===== src/rtl/reg_file_param.sv =====
// Parametrised register file: NUM_RD combinational read ports, one synchronous write port, and a sequential bulk-clear engine.
// Optional feature macro REGFILE_BYPASS_EN: forwards the pending write data to matching read ports before the commit.
`timescale 1ns/1ps

// state       | meaning
// ST_IDLE     | normal operation; writes accepted; CLEAR starts a sweep
// ST_CLEARING | zeroing one register per cycle at ptr_q; writes rejected
module reg_file_param #(
   parameter int DATA_W   = 8,
   parameter int ADDR_W   = 3,
   parameter int NUM_RD   = 2,
   parameter int ZERO_REG = 0,
   parameter int RD_DLY   = 2,
   parameter int WR_DLY   = 1
) (
   input  logic                       CLK,
   input  logic                       RESET_N,
   input  logic [DATA_W-1:0]          IN,
   input  logic [ADDR_W-1:0]          INADDRESS,
   input  logic                       WRITE,
   input  logic [NUM_RD*ADDR_W-1:0]   RDADDR,
   output logic [NUM_RD*DATA_W-1:0]   RDDATA,
   input  logic                       CLEAR,
   output logic                       BUSY,
   output logic                       WR_REJ
);

   localparam int                NUM_REGS = 2**ADDR_W;
   localparam logic [ADDR_W-1:0] LAST_PTR = ADDR_W'(NUM_REGS - 1);
   localparam bit                ZERO_EN  = (ZERO_REG != 0);

   // RD_DLY/WR_DLY only describe the behavioural timing model; the RTL itself is zero-delay.
   if (NUM_RD < 1 || NUM_RD > 4 || RD_DLY < 0 || WR_DLY < 0) begin : g_param_err
      $error("reg_file_param: unsupported parameter set");
   end

   typedef enum logic {
      ST_IDLE,
      ST_CLEARING
   } state_t;

   state_t              state_q;
   state_t              state_d;
   logic [ADDR_W-1:0]   ptr_q;
   logic [ADDR_W-1:0]   ptr_d;
   logic                busy;
   logic                clr_en;
   logic                wr_hit_zero;
   logic                wr_en;
   logic                wr_rej_q;
   logic [DATA_W-1:0]   regs [NUM_REGS];

   assign busy        = (state_q == ST_CLEARING);
   assign clr_en      = busy;
   assign wr_hit_zero = ZERO_EN && (INADDRESS == '0);
   assign wr_en       = WRITE && !busy && !wr_hit_zero;

   assign BUSY   = busy;
   assign WR_REJ = wr_rej_q;

   always_ff @(posedge CLK or negedge RESET_N) begin
      if (!RESET_N) begin
         state_q  <= ST_IDLE;
         ptr_q    <= '0;
         wr_rej_q <= 1'b0;
      end else begin
         state_q  <= state_d;
         ptr_q    <= ptr_d;
         wr_rej_q <= WRITE && busy;
      end
   end

   always_comb begin
      state_d = state_q;
      ptr_d   = ptr_q;
      case (state_q)
         ST_IDLE: begin
            if (CLEAR) begin
               state_d = ST_CLEARING;
               ptr_d   = '0;
            end
         end
         ST_CLEARING: begin
            // CLEAR is deliberately not looked at here: a sweep in progress never restarts.
            if (ptr_q == LAST_PTR) begin
               state_d = ST_IDLE;
               ptr_d   = '0;
            end else begin
               ptr_d = ptr_q + 1'b1;
            end
         end
         default: begin
            state_d = ST_IDLE;
            ptr_d   = '0;
         end
      endcase
   end

   always_ff @(posedge CLK or negedge RESET_N) begin
      if (!RESET_N) begin
         for (int i = 0; i < NUM_REGS; i++) begin
            regs[i] <= '0;
         end
      end else if (clr_en) begin
         regs[ptr_q] <= '0;
      end else if (wr_en) begin
         regs[INADDRESS] <= IN;
      end
   end

`ifdef REGFILE_BYPASS_EN
   logic wr_fwd;
   assign wr_fwd = WRITE && !busy;
`endif

   for (genvar k = 0; k < NUM_RD; k++) begin : g_rd
      logic [ADDR_W-1:0] ra;
      logic [DATA_W-1:0] rd;

      assign ra = RDADDR[k*ADDR_W +: ADDR_W];

      always_comb begin
         rd = regs[ra];
`ifdef REGFILE_BYPASS_EN
         if (wr_fwd && (ra == INADDRESS)) begin
            rd = IN;
         end
`endif
         // Applied last so a forwarded write to register 0 can never leak through.
         if (ZERO_EN && (ra == '0)) begin
            rd = '0;
         end
      end

      assign RDDATA[k*DATA_W +: DATA_W] = rd;
   end

endmodule


===== config.mk =====
export PLATFORM = sky130hd
export DESIGN_NAME = reg_file_param
export DESIGN_NICKNAME = d
export VERILOG_FILES = /design/src/rtl/reg_file_param.sv
export SDC_FILE = /design/constraint.sdc
export NUM_CORES = 1
export LEC_CHECK = 0
export CAP_MARGIN = 25
export CORE_UTILIZATION = 40
export CTS_BUF_LIST = sky130_fd_sc_hd__clkbuf_4
export CTS_CLUSTER_SIZE = 24
export DETAILED_ROUTE_END_ITERATION = 10
export PLACE_DENSITY = 0.59
export RECOVER_POWER = 50
export SYNTH_ARGS = -nofsm -noshare
export SYNTH_HDL_FRONTEND = slang
export SYNTH_SLANG_ARGS = --single-unit

===== constraint.sdc =====
create_clock -name CLK -period 2.9 [get_ports CLK]
set_clock_uncertainty 0.15 [all_clocks]
set_input_delay 0.725 -clock CLK [delete_from_list [all_inputs] [get_ports CLK]]
set_output_delay 0.725 -clock CLK [all_outputs]
set_load 0.02 [all_outputs]

Yosys cells after proc, flatten, opt, wreduce, memory -nomap -nowiden
Index checks and enable logic that the tools add are counted.
{"block": "op_classes", "addsub": 1, "n_mul": 0, "div_mod_pow": 0, "order_cmp": 6, "eq_ne": 2, "n_shift": 0, "muxes": 19, "bitwise_logic": 7, "reduce_logical": 6}
{"cell": "$mux 64", "n": 2}
{"cell": "$and 64x64->64", "n": 1}
{"cell": "$bwmux 64", "n": 1}
{"cell": "$not 64->64", "n": 1}
{"cell": "$bmux 8 s3", "n": 2}
{"cell": "$demux 8 s3", "n": 2}
{"cell": "$mux 8", "n": 6}
{"cell": "$ge 4x4->1 const B", "n": 4}
{"cell": "$not 3->4", "n": 4}
{"cell": "$lt 4x1->1 const B", "n": 2}
{"cell": "$mux 3", "n": 2}
{"cell": "$pmux 3 s2", "n": 1}
{"cell": "$logic_and 1x1->1", "n": 4}
{"cell": "$add 3x1->3 const B", "n": 1}
{"cell": "$eq 3x3->1 const B", "n": 1}
{"cell": "$mux 1", "n": 2}
{"cell": "$ne 2x2->1 const B", "n": 1}
{"cell": "$pmux 1 s2", "n": 1}
{"cell": "$reduce_bool 2->1", "n": 1}
{"cell": "$logic_not 1->1", "n": 1}
{"cell": "$not 1->1", "n": 1}
{"block": "word_totals", "register_bits": 69, "latch_bits": 0, "ramBits": 0, "romBits": 0, "input_bits": 21, "memories": 0}

Longest topological paths before layout
{"block": "logic_depth", "depth_word": 8, "mapped_depth": 5}

Worst setup path before layout
No wires, ideal clock.
{"block": "synth_timing", "path_type": "input port to output port", "from": "input RDADDR[5]", "to": "output RDDATA[14]", "t_arrival_ns": 1.828, "t_required_ns": 2.025, "slack_ns": 0.197, "cell_stages": 4, "path_cell_list": "buf_2 -> clkbuf_1 -> mux4_2 -> mux2_2"}
{"block": "synth_between", "elab_chain_len": 4}
{"item": "from (decl)", "line": "21", "source": "input logic [NUM_RD*ADDR_W-1:0] RDADDR,"}
{"item": "$not 3->4 (implied by the code)", "line": "123", "source": "rd = regs[ra];"}
{"item": "$bmux 8 s3", "line": "123"}
{"item": "$mux 8 (implied by the code) (2 in series)", "line": "123"}
{"item": "to (decl)", "line": "22", "source": "output logic [NUM_RD*DATA_W-1:0] RDDATA,"}
Every way passes these cells. The select of a mux whose other input is x is not followed.

Final worst setup path
{"block": "layout_timing", "from": "input RDADDR[0]", "to": "output RDDATA[3]"}
The elaborated chain is that of the path after synthesis.

==> key figures <==
Place
  – DP HPWL: slightly above 7000 um
  – Routability Congestion: 0.778
  – Port Buffer Count: 38

Power and ir drop
  – Sw Share: 38.8%
  – Leak: 2.36 nW
  – Overall Power: 3.58 mW
  – Seq pwr share: 45.8%
  – Internal Power: 2.19 mW
  – Clock power share: 14.1%
  – Power Dens Cells: 760 nW/um^2
  – Net Sw Power: roughly 1.4 mW
  – Peak VDD IR: 0.392 mV
  – Combinational power share: 40.1%

Final layout
  – Fin nets: about 380
  – Layout Utilization: 47.9%
  – Most frequent cells in the layout: dfrtp_1 (69), nand2_1 (69), mux2i_1 (65), mux4_1 (23), clkdlybuf4s50_1 (17)
  – Inserted Diodes: 0
  – Share of layout cells above drive strength 1: 21.5%
  – Area growth syn-to-layout: 15.7%

Clock network
  – Clk slew on worst S/H paths: roughly 0.12 ns
  – CTS Buffer Depth: 2
  – CTS tree: built
  – Num CTS Buffers: 9
  – CTS H-tree lvls: 3
  – Root Buffer: clkbuf_4
  – Clock Sink Count: 69
  – Post-CTS Setup Repair Bufs: 0
  – Clock insertion delay at the later pin of the skew report: 0.42 ns
  – Hold buffers post-CTS: 0

Floorplanning
  – Rows: 36
  – Die Ht: 103 um
  – Die area: 10,600 sq um
  – # IOs: 39
  – Initial Utilization: 41.4%
  – Die W: 103 um
  – Total core area: a little under 10,000 sq um

STA
  – Rel. slew slack: 16.7%
  – Final hold vios: 0
  – RSZ-0062 raised after global routing: true
  – Fmax achieved: 0.346 GHz
  – Setup TNS: 0 ns
  – Fin crit period: 2.89 ns
  – Slew Viols, Final: 0
  – Tcrit/Tclk final: between 90% and 100%
  – Final Setup Violations: 0
  – Worst slew pin tran: 1.25 ns

Yosys
  – Post-Syn Area: 4070 sq um
  – Synth unique cells: 28
  – Yosys reg bits: 69
  – Seq/Total Area, Yosys: 42.5%
  – Mapped Cells: 314
  – Syn Area/Cell: ~13 sq um
  – Synth Warn #: 0
  – Syn Nets: ~340

Drt
  – First-pass detailed-route iteration total: 4
  – Via count: approximately 2,800
  – WL final: about 11,000 um
  – Vias per cell: ~5.7
  – DRC: 0
  – Routed Antenna Nets: 0
  – Routed len/inst: 21.9 um
  – Initial DRC count: 124

Min path
  – Min-Delay Path Class: primary input to asynchronous set/reset pin

Global routing
  – Initial antenna violation count: 0
  – Pin count of the biggest net entering global routing: 30
  – Global route overflow: 0
  – First-pass GRT wire length: 16,900 um
  – Vias in the first global route: 2,839
  – GRT Overall Usage: between 20% and 30%

Setup path
  – Worst path required time: 2.03 ns
  – WS Path Type: primary input to primary output
  – Crit path DAT: 2.02 ns
  – Max FO, Critical Path: 8
  – Worst setup EP type: primary output
  – Worst r2r src: BUSY$_DFF_PN0_
  – Startpoint Class: primary input
  – CP startpoint: RDADDR[0]

Job
  – Max-Cap Viols: 0

Outcome
  – Status: complete, no violations
power groups by stage:
stage,Clock (mW),Combinational [mW],Sequential (mW)
after floorplan,0,1.05,1.50
after global placement,0,1.45,1.62
after detailed placement,0,1.48,1.65
after CTS,0.520,1.41,1.63
after global routing,0.565,1.56,1.69
final,0.504,1.43,1.64
metrics by stage:
step	hold slack, ns	area [sq um]	worst slack [ns]	instances
6_report	0.384	4700	0.00859	495
5_1_grt	0.425	4700	-0.0141	495
4_1_cts	0.136	4720	0.00454	495
3_5_place_dp	0.382	4650	-0.825	477
3_3_place_gp	0.369	4650	-0.810	477
2_1_floorplan	0.279	4070	0.197	314
cell type report:
class / count / area [sq um]
clock inverters: 7 / 32.5
flip-flops and latches: 69 / 1730
inverters: 10 / 37.5
repair buffers: 57 / 529
well taps: 133 / 166
fillers: 933 / 5110
clock buffers: 9 / 67.6
multi-input cells: 210 / 2140
logic make-up after synthesis:
kind of cell | Yosys count | share of synthesized area (%)
mux | 113 | 40.9
buf+inv | 35 | 4.77
simple gates | 91 | 10.5
compound gates | 3 | 0.462
flops | 69 | 42.5
fa+ha+maj | 3 | 0.923
synthesized netlist by cell type:
cell type,n,area [sq um]
buf_1,5,18.8
buf_6,2,22.5
nand4bb_1,3,33.8
nor2b_1,1,6.26
nand2_1,69,259
ha_1,3,37.5
or4b_1,1,10.0
mux4_1,30,788
buf_2,9,45.0
nand2b_1,2,12.5
nand2_2,1,6.26
mux2i_1,65,651
o21ai_0,2,10.0
and2_1,1,6.26
dfrtp_1,69,1730
nor2_1,2,7.51
inv_1,10,37.5
mux4_2,2,45.0
mux2_2,16,180
o32ai_1,1,8.76
nor3b_1,3,22.5
buf_4,1,7.51
nand4_1,1,6.26
nand4b_1,3,26.3
clkbuf_1,6,22.5
nor2_2,1,6.26
nand3b_1,3,22.5
buf_12,2,40.0
flip-flops by register name (all words and copies together) (netlist names):
| register | count |
|---|---|
| BUSY | 1 |
| regs | 64 |
| WR_REJ | 1 |
| ptr_q | 3 |
path summary, 6_finish.rpt:
kind	slack [ns]	to	cells after the start
min in group CLK	0.39	regs[57]$_DFFE_PN0P_	2
worst max register to register	0.96	regs[18]$_DFFE_PN0P_	5
worst min register to register	0.39	regs[57]$_DFFE_PN0P_	2
worst min-delay path	0.38	regs[0]$_DFFE_PN0P_	1
max in group asynchronous	0.54	regs[4]$_DFFE_PN0P_	2
worst max-delay path	0.009	RDDATA[3]	5
repair_timing:
action | 4_1_cts | 5_1_grt
setup endpoints to repair | 16 | 9
endpoints found under the hold margin | 0 | 0
gates resized for setup | 85 | 15
cloned | 2 | 0
worst max-delay path, stage by stage:
cell    delay (ns)
buf_4         0.13
buf_12        0.15
mux4_1        0.55
mux2_4        0.30
buf_4         0.16
metal layers:
metal / vias to the layer above / global-route usage, % / share of wire (%) / wire length (um)
met5: - / 0 / 0 / 0
met4: 0 / 7.48 / 1.7 / 180
met3: 18 / 4.07 / 5.7 / 619
met2: 99 / 36.8 / 48 / 5250
met1: 1441 / 30.8 / 44 / 4800
li1: 1241 / - / - / -
No activity file was read; power rests on OpenSTA's default activity.
